<file path="config.mk">
export PLATFORM = sky130hd
export DESIGN_NAME = miriscv_lsu
export DESIGN_NICKNAME = d
export VERILOG_FILES = /design/src/rtl/miriscv_lsu_pkg.sv /design/src/rtl/miriscv_lsu_align.sv /design/src/rtl/miriscv_lsu.sv
export SDC_FILE = /design/constraint.sdc
export NUM_CORES = 1
export LEC_CHECK = 0
export BUFFER_PORTS_ARGS = -buffer_cell sky130_fd_sc_hd__buf_2
export CAP_MARGIN = 25
export CORE_UTILIZATION = 44
export CTS_CLUSTER_DIAMETER = 60
export DETAILED_ROUTE_END_ITERATION = 8
export HOLD_SLACK_MARGIN = 0.06
export PLACE_DENSITY_LB_ADDON = 0.12
export SLEW_MARGIN = 20
export SYNTH_ARGS = -nofsm -noshare
export SYNTH_HDL_FRONTEND = slang
export SYNTH_SLANG_ARGS = --single-unit
</file>
<file path="constraint.sdc">
create_clock -name clk_i -period 3.22 [get_ports clk_i]
set_input_delay 0.161 -clock clk_i [delete_from_list [all_inputs] [get_ports clk_i]]
set_output_delay 0.161 -clock clk_i [all_outputs]
set_load 0.05 [all_outputs]
</file>
<file path="src/rtl/miriscv_lsu_pkg.sv">
// miriscv_lsu_pkg
// Shared definitions for the load/store unit: RISC-V funct3 size codes,
// the LSU FSM state encoding and the alignment check used by the top level.
package miriscv_lsu_pkg;

  // funct3 encodings of the load/store width
  localparam logic [2:0] LDST_B  = 3'd0;
  localparam logic [2:0] LDST_H  = 3'd1;
  localparam logic [2:0] LDST_W  = 3'd2;
  localparam logic [2:0] LDST_BU = 3'd4;
  localparam logic [2:0] LDST_HU = 3'd5;

  typedef enum logic [1:0] {
    LSU_IDLE = 2'd0,
    LSU_BUSY = 2'd1,
    LSU_DONE = 2'd2
  } lsu_state_e;

  // Unknown size codes fall into the default branch, so they are checked
  // as full words.
  function automatic logic is_misaligned(input logic [2:0] size,
                                         input logic [1:0] addr_lo);
    case (size)
      LDST_B, LDST_BU: return 1'b0;
      LDST_H, LDST_HU: return addr_lo[0];
      default:         return addr_lo != 2'b00;
    endcase
  endfunction

endpackage

</file>
<file path="src/rtl/miriscv_lsu_align.sv">
// miriscv_lsu_align
// Combinational datapath of the LSU: byte-enable and store-lane
// replication for the request side, lane selection and sign/zero extension
// for the response side.
//   size       in   funct3 access size
//   addr_lo    in   address bits [1:0]
//   store_data in   rs2 value to be stored
//   read_word  in   word returned by memory
//   be         out  byte enables
//   wdata      out  lane-replicated store data
//   load_data  out  extended load result
module miriscv_lsu_align
  import miriscv_lsu_pkg::*;
(
  input  logic [2:0]  size,
  input  logic [1:0]  addr_lo,
  input  logic [31:0] store_data,
  input  logic [31:0] read_word,
  output logic [3:0]  be,
  output logic [31:0] wdata,
  output logic [31:0] load_data
);

  logic [7:0]  byte_sel;
  logic [15:0] half_sel;

  always_comb begin
    byte_sel = read_word[7:0];
    case (addr_lo)
      2'd0: byte_sel = read_word[7:0];
      2'd1: byte_sel = read_word[15:8];
      2'd2: byte_sel = read_word[23:16];
      2'd3: byte_sel = read_word[31:24];
      default: byte_sel = read_word[7:0];
    endcase
    half_sel = addr_lo[1] ? read_word[31:16] : read_word[15:0];

    // Word behaviour is the default so that illegal size codes act as W.
    be        = 4'b1111;
    wdata     = store_data;
    load_data = read_word;
    case (size)
      LDST_B: begin
        be        = 4'b0001 << addr_lo;
        wdata     = {4{store_data[7:0]}};
        load_data = {{24{byte_sel[7]}}, byte_sel};
      end
      LDST_BU: begin
        be        = 4'b0001 << addr_lo;
        wdata     = {4{store_data[7:0]}};
        load_data = {24'h000000, byte_sel};
      end
      LDST_H: begin
        be        = 4'b0011 << addr_lo;
        wdata     = {2{store_data[15:0]}};
        load_data = {{16{half_sel[15]}}, half_sel};
      end
      LDST_HU: begin
        be        = 4'b0011 << addr_lo;
        wdata     = {2{store_data[15:0]}};
        load_data = {16'h0000, half_sel};
      end
      default: begin
        be        = 4'b1111;
        wdata     = store_data;
        load_data = read_word;
      end
    endcase
  end

endmodule

</file>
<file path="src/rtl/miriscv_lsu.sv">
// miriscv_lsu
// Load/store unit sitting after the ALU. Issues one data-memory access per
// accepted request, stalls the core until the response (or a timeout), then
// spends one DONE cycle with stall released so the instruction retires.
//   clk_i, rst_i           clock, asynchronous active-high reset
//   lsu_req_i/we/size/addr/data_i  request from decode/ALU
//   lsu_data_o             registered, extended load result
//   lsu_stall_req_o        hold the pipeline this cycle
//   lsu_misalign_o         misaligned request seen in IDLE
//   lsu_fault_o            one-cycle pulse on memory timeout
//   data_*                 data-memory request/response interface
module miriscv_lsu
  import miriscv_lsu_pkg::*;
#(
  parameter int unsigned TIMEOUT_CYCLES = 16
) (
  input  logic        clk_i,
  input  logic        rst_i,
  input  logic        lsu_req_i,
  input  logic        lsu_we_i,
  input  logic [2:0]  lsu_size_i,
  input  logic [31:0] lsu_addr_i,
  input  logic [31:0] lsu_data_i,
  output logic [31:0] lsu_data_o,
  output logic        lsu_stall_req_o,
  output logic        lsu_misalign_o,
  output logic        lsu_fault_o,
  output logic        data_req_o,
  output logic        data_we_o,
  output logic [3:0]  data_be_o,
  output logic [31:0] data_addr_o,
  output logic [31:0] data_wdata_o,
  input  logic [31:0] data_rdata_i,
  input  logic        data_rvalid_i
);

  localparam int CNT_W = (TIMEOUT_CYCLES > 1) ? $clog2(TIMEOUT_CYCLES) : 1;
  localparam logic [CNT_W-1:0] CNT_LAST = CNT_W'(TIMEOUT_CYCLES - 1);

  lsu_state_e       state_reg;
  logic [CNT_W-1:0] cnt_reg;
  logic [2:0]       size_reg;
  logic [1:0]       addr_lo_reg;

  logic        misalign;
  logic        busy;
  logic [2:0]  align_size;
  logic [1:0]  align_addr;
  logic [3:0]  align_be;
  logic [31:0] align_wdata;
  logic [31:0] align_load;

  assign misalign = is_misaligned(lsu_size_i, lsu_addr_i[1:0]);
  assign busy     = (state_reg == LSU_BUSY);

  // One shared datapath: in IDLE it builds the request from the live
  // inputs, in BUSY it decodes the response using the captured size and
  // address so the core may change its inputs meanwhile.
  assign align_size = busy ? size_reg    : lsu_size_i;
  assign align_addr = busy ? addr_lo_reg : lsu_addr_i[1:0];

  miriscv_lsu_align u_align (
    .size       (align_size),
    .addr_lo    (align_addr),
    .store_data (lsu_data_i),
    .read_word  (data_rdata_i),
    .be         (align_be),
    .wdata      (align_wdata),
    .load_data  (align_load)
  );

  assign lsu_stall_req_o = lsu_req_i & ~misalign & (state_reg != LSU_DONE);
  assign lsu_misalign_o  = lsu_req_i & misalign & (state_reg == LSU_IDLE);

  always_ff @(posedge clk_i or posedge rst_i) begin
    if (rst_i) begin
      state_reg    <= LSU_IDLE;
      cnt_reg      <= '0;
      size_reg     <= 3'd0;
      addr_lo_reg  <= 2'd0;
      data_req_o   <= 1'b0;
      data_we_o    <= 1'b0;
      data_be_o    <= 4'd0;
      data_addr_o  <= 32'd0;
      data_wdata_o <= 32'd0;
      lsu_data_o   <= 32'd0;
      lsu_fault_o  <= 1'b0;
    end else begin
      lsu_fault_o <= 1'b0;
      case (state_reg)
        LSU_IDLE: begin
          if (lsu_req_i && !misalign) begin
            data_req_o   <= 1'b1;
            data_we_o    <= lsu_we_i;
            data_be_o    <= align_be;
            data_addr_o  <= {lsu_addr_i[31:2], 2'b00};
            data_wdata_o <= align_wdata;
            size_reg     <= lsu_size_i;
            addr_lo_reg  <= lsu_addr_i[1:0];
            cnt_reg      <= '0;
            state_reg    <= LSU_BUSY;
          end
        end
        LSU_BUSY: begin
          cnt_reg <= cnt_reg + CNT_W'(1);
          // A response in the last allowed cycle still wins over the timeout.
          if (data_rvalid_i) begin
            if (!data_we_o) begin
              lsu_data_o <= align_load;
            end
            data_req_o <= 1'b0;
            state_reg  <= LSU_DONE;
          end else if (TIMEOUT_CYCLES != 0 && cnt_reg == CNT_LAST) begin
            data_req_o  <= 1'b0;
            lsu_fault_o <= 1'b1;
            state_reg   <= LSU_DONE;
          end
        end
        LSU_DONE: begin
          state_reg <= LSU_IDLE;
        end
        default: begin
          state_reg <= LSU_IDLE;
        end
      endcase
    end
  end

endmodule

</file>
==> impl_metrics.toml <==
[power]
p_leak_uw = 0.00335
vdd_ir_drop_max_mv = 0.581
powerDensity_nw_per_um2 = 998

[layout]
drive_above_1_share_pct = 43.8
insertedDiodeCount = 0
nNetsFinal = 814
seqCellArea_um2 = 2800
top_regs = "data_wdata_o: 32 flops, lsu_data_o: 32 flops, data_addr_o: 30 flops"
nFillCells = 993
multi_input_area_um2 = 2320
synthToLayoutAreaGrowth_pct = 33.6
layout.cells.non_filler = 857

[floorplanning]
dieHeight_um = 112
start_util_pct = 45.7
dieArea_um2 = 12500
die_w_um = 112
row_count = 39
coreArea_um2 = 11600
ios = 209

[global_route]
first_global_vias = 4666
grt_max_degree = 71
antenna_found_initial = 0
overflow = 0
global_route.usage.total_pct = 24.9
grt_pass1_wl_um = 24100

[worst_setup_path]
slowest_stage = "dfrtp_1"
crit_path_cell_trace = "nand2b_1 -> buf_4 -> mux2_4 -> a211oi_2 -> o41ai_4 -> buf_4 -> a21oi_1"
worst_ep_arrival_time_ns = 2.74
r2r_setup_slack_ns = 0.75
cp-start-kind = "flip-flop"
slowest_delay_ns = 0.48
endpoint_kind = "flip-flop"
crit_type = "flip-flop to flip-flop"
worstPathRequired_ns = 3.49
crit_top_cell = "buf_4"
path_max_fanout = 16

[clocking]
clk_latency_ns = 0.36
tritoncts = "yes"
clockBufferDepth = 2
htree_levels = 3
cts_sinks = 112
post-cts-setup-buffers = 0
clk_pin_slew_ns = 0.07
cts_made_buffers = 9
root_buffer = "clkbuf_16"

[sta]
finalSetupViolations = 0
worstMarginPinSlew_ns = 0.877
setup_tns_ns = 0
period_needed_ns = 2.47
rsz0062_at_grt = "no"
max_freq_ghz = 0.405
slew_headroom_pct = 41.5
maxSlewViolCount = 0
timing.final.crit_share_pct = 76.6
hold_viol = 0
finClkSkew_ns = 0.00792

[logic_synthesis]
synth.most_common_cell = "dfrtp_1"
synth_common_cells = "dfrtp_1 (112), nand2_1 (68), mux2_2 (50)"
yosys.area_share.xor_xnor_pct = 0
synth_area_leaders = "dfrtp_1 (53%), mux2_2 (11%), nand2_1 (4.8%)"
synth_fa_ha_area_share_pct = 0.237
async_flop_share_pct = 100
syn_area_um2 = 5290
synth.area.mux_share_pct = 15.2
synth_cell_types = 47
synth-simple-area-share_pct = 13.5
synth-compound-area-share_pct = 14.5
synth.largest_area_cell = "dfrtp_1"
syn_area_per_cell_um2 = 11.1
synth.yosys.seq_area_share_pct = 53.0
synthesis.instances = 478
synth_top_area_share_pct = 53.0
synth_edf_count = 0
yosysWarnings = 0
synth_flop_cell = "dfrtp_1"
ys_ff_latch = 112
synth_top_family_by_area = "multiplexers"

[run_status]
violations = "design-rule violations"
status = "finished with violations"

[flow_run]
cap_violations = 0

[placed_design]
gp_congestion = 0.903
dp.cells = 807
hpwl_um = 10400
portBuffers = 206

[routing]
vias_per_cell = 5.41
wl_per_cell_um = 17.2
totalWireLength_um = 14800
drt_pass1_iterations = 7
first_iter_violations = 366
vias = 4640
drcViolationCount = 15
ant_nets = 0

[worst_hold_path]
min_path_type = "input pin to flip-flop"
-- where the power goes --
group | internal, µW | switching, µW | leakage, µW
Sequential | 1950 | 340 | 0.00133
Combinational | 931 | 2680 | 0.00187
Clock | 610 | 530 | 0.000145
Total | 3490 | 3550 | 0.00335
-- cell usage in the layout (no fill, tap or decap), drive strengths merged, types with 4 or more instances in the layout --
| cell | netlist | final |
|---|---|---|
| clkbuf | 8 | 10 |
| mux2 | 51 | 51 |
| o32ai | 7 | 7 |
| nand3 | 4 | 4 |
| o21ai | 38 | 38 |
| nand2 | 68 | 68 |
| mux2i | 21 | 21 |
| nor3 | 16 | 16 |
| inv | 3 | 5 |
| nand2b | 4 | 4 |
| a211oi | 19 | 19 |
| a222oi | 8 | 8 |
| buf | 23 | 216 |
| a21oi | 25 | 25 |
| dlygate4sd3 | 0 | 34 |
| nor2 | 39 | 39 |
| dfrtp | 112 | 112 |
-- per-stage QoR --
stage | total power [µW] | setup slack (ns) | utilization [%] | hold WS, ns | cell area [µm²]
2_1_floorplan | 5000 | 0.100 | - | 0.231 | 5290
3_3_place_gp | 5830 | 0.893 | 55.5 | 0.392 | 6420
3_5_place_dp | 5900 | 0.774 | 55.5 | 0.397 | 6420
4_1_cts | 7070 | 0.777 | 61.0 | 0.0645 | 7060
5_1_grt | 7380 | 0.625 | 61.0 | 0.0673 | 7060
6_report | 7040 | 0.753 | 61.0 | 0.0757 | 7060
-- worst paths after layout --
check,start,to,cells past startpoint
worst min register to register,data_wdata_o[25]$_DFFE_PP0P_,data_wdata_o[25]$_DFFE_PP0P_,2
max in group asynchronous,rst_i,lsu_data_o[21]$_DFFE_PP0P_,4
worst max-delay path,state_reg[1]$_DFFE_PP0P_,lsu_data_o[30]$_DFFE_PP0P_,7
min in group asynchronous,rst_i,data_addr_o[22]$_DFFE_PP0P_,3
worst max register to register,state_reg[1]$_DFFE_PP0P_,lsu_data_o[30]$_DFFE_PP0P_,7
worst min-delay path,data_rdata_i[30],lsu_data_o[30]$_DFFE_PP0P_,3
-- routing by layer --
layer	track usage (%)	vias up	wire length (µm)	part of all wire, %
met1	31.5	2212	6050	41
met4	10.6	0	331	2.2
li1	-	2180	-	-
met5	0	-	0	0
met3	5.77	27	1200	8.1
met2	40.9	221	7180	49
-- critical path: cells and delay by family, from the launching register on --
family	cells	cell delay (ns)
buffers and inverters	2	0.53
DFF	1	0.48
muxes	1	0.36
AOI/OAI and AO/OA	3	0.56
and+or+nand+nor	1	0.45
-- cell type report --
class,instances,share of cell area [%]
well taps,143,2.53
clock inverters,6,0.957
flip-flops and latches,112,39.7
clock buffers,10,3.24
inverters,3,0.195
multi-input cells,333,32.9
repair buffers,250,20.5
-- timing repair --
action                                 in CTS  in global routing
hold buffers                               34                  0
setup endpoints to repair                   0                  0
endpoints found under the hold margin     101                  0
resized for setup                           0                  0
-- logic make-up (layout without fill, tap and decap cells) --
logic type | Yosys count | after routing
muxes | 72 | 72
AOI/OAI and AO/OA | 107 | 107
DFF | 112 | 112
buffers and inverters | 34 | 269
other | 1 | 2
adders and majority gates | 1 | 1
and+or+nand+nor | 151 | 151
(Power assumes the default switching activity.)
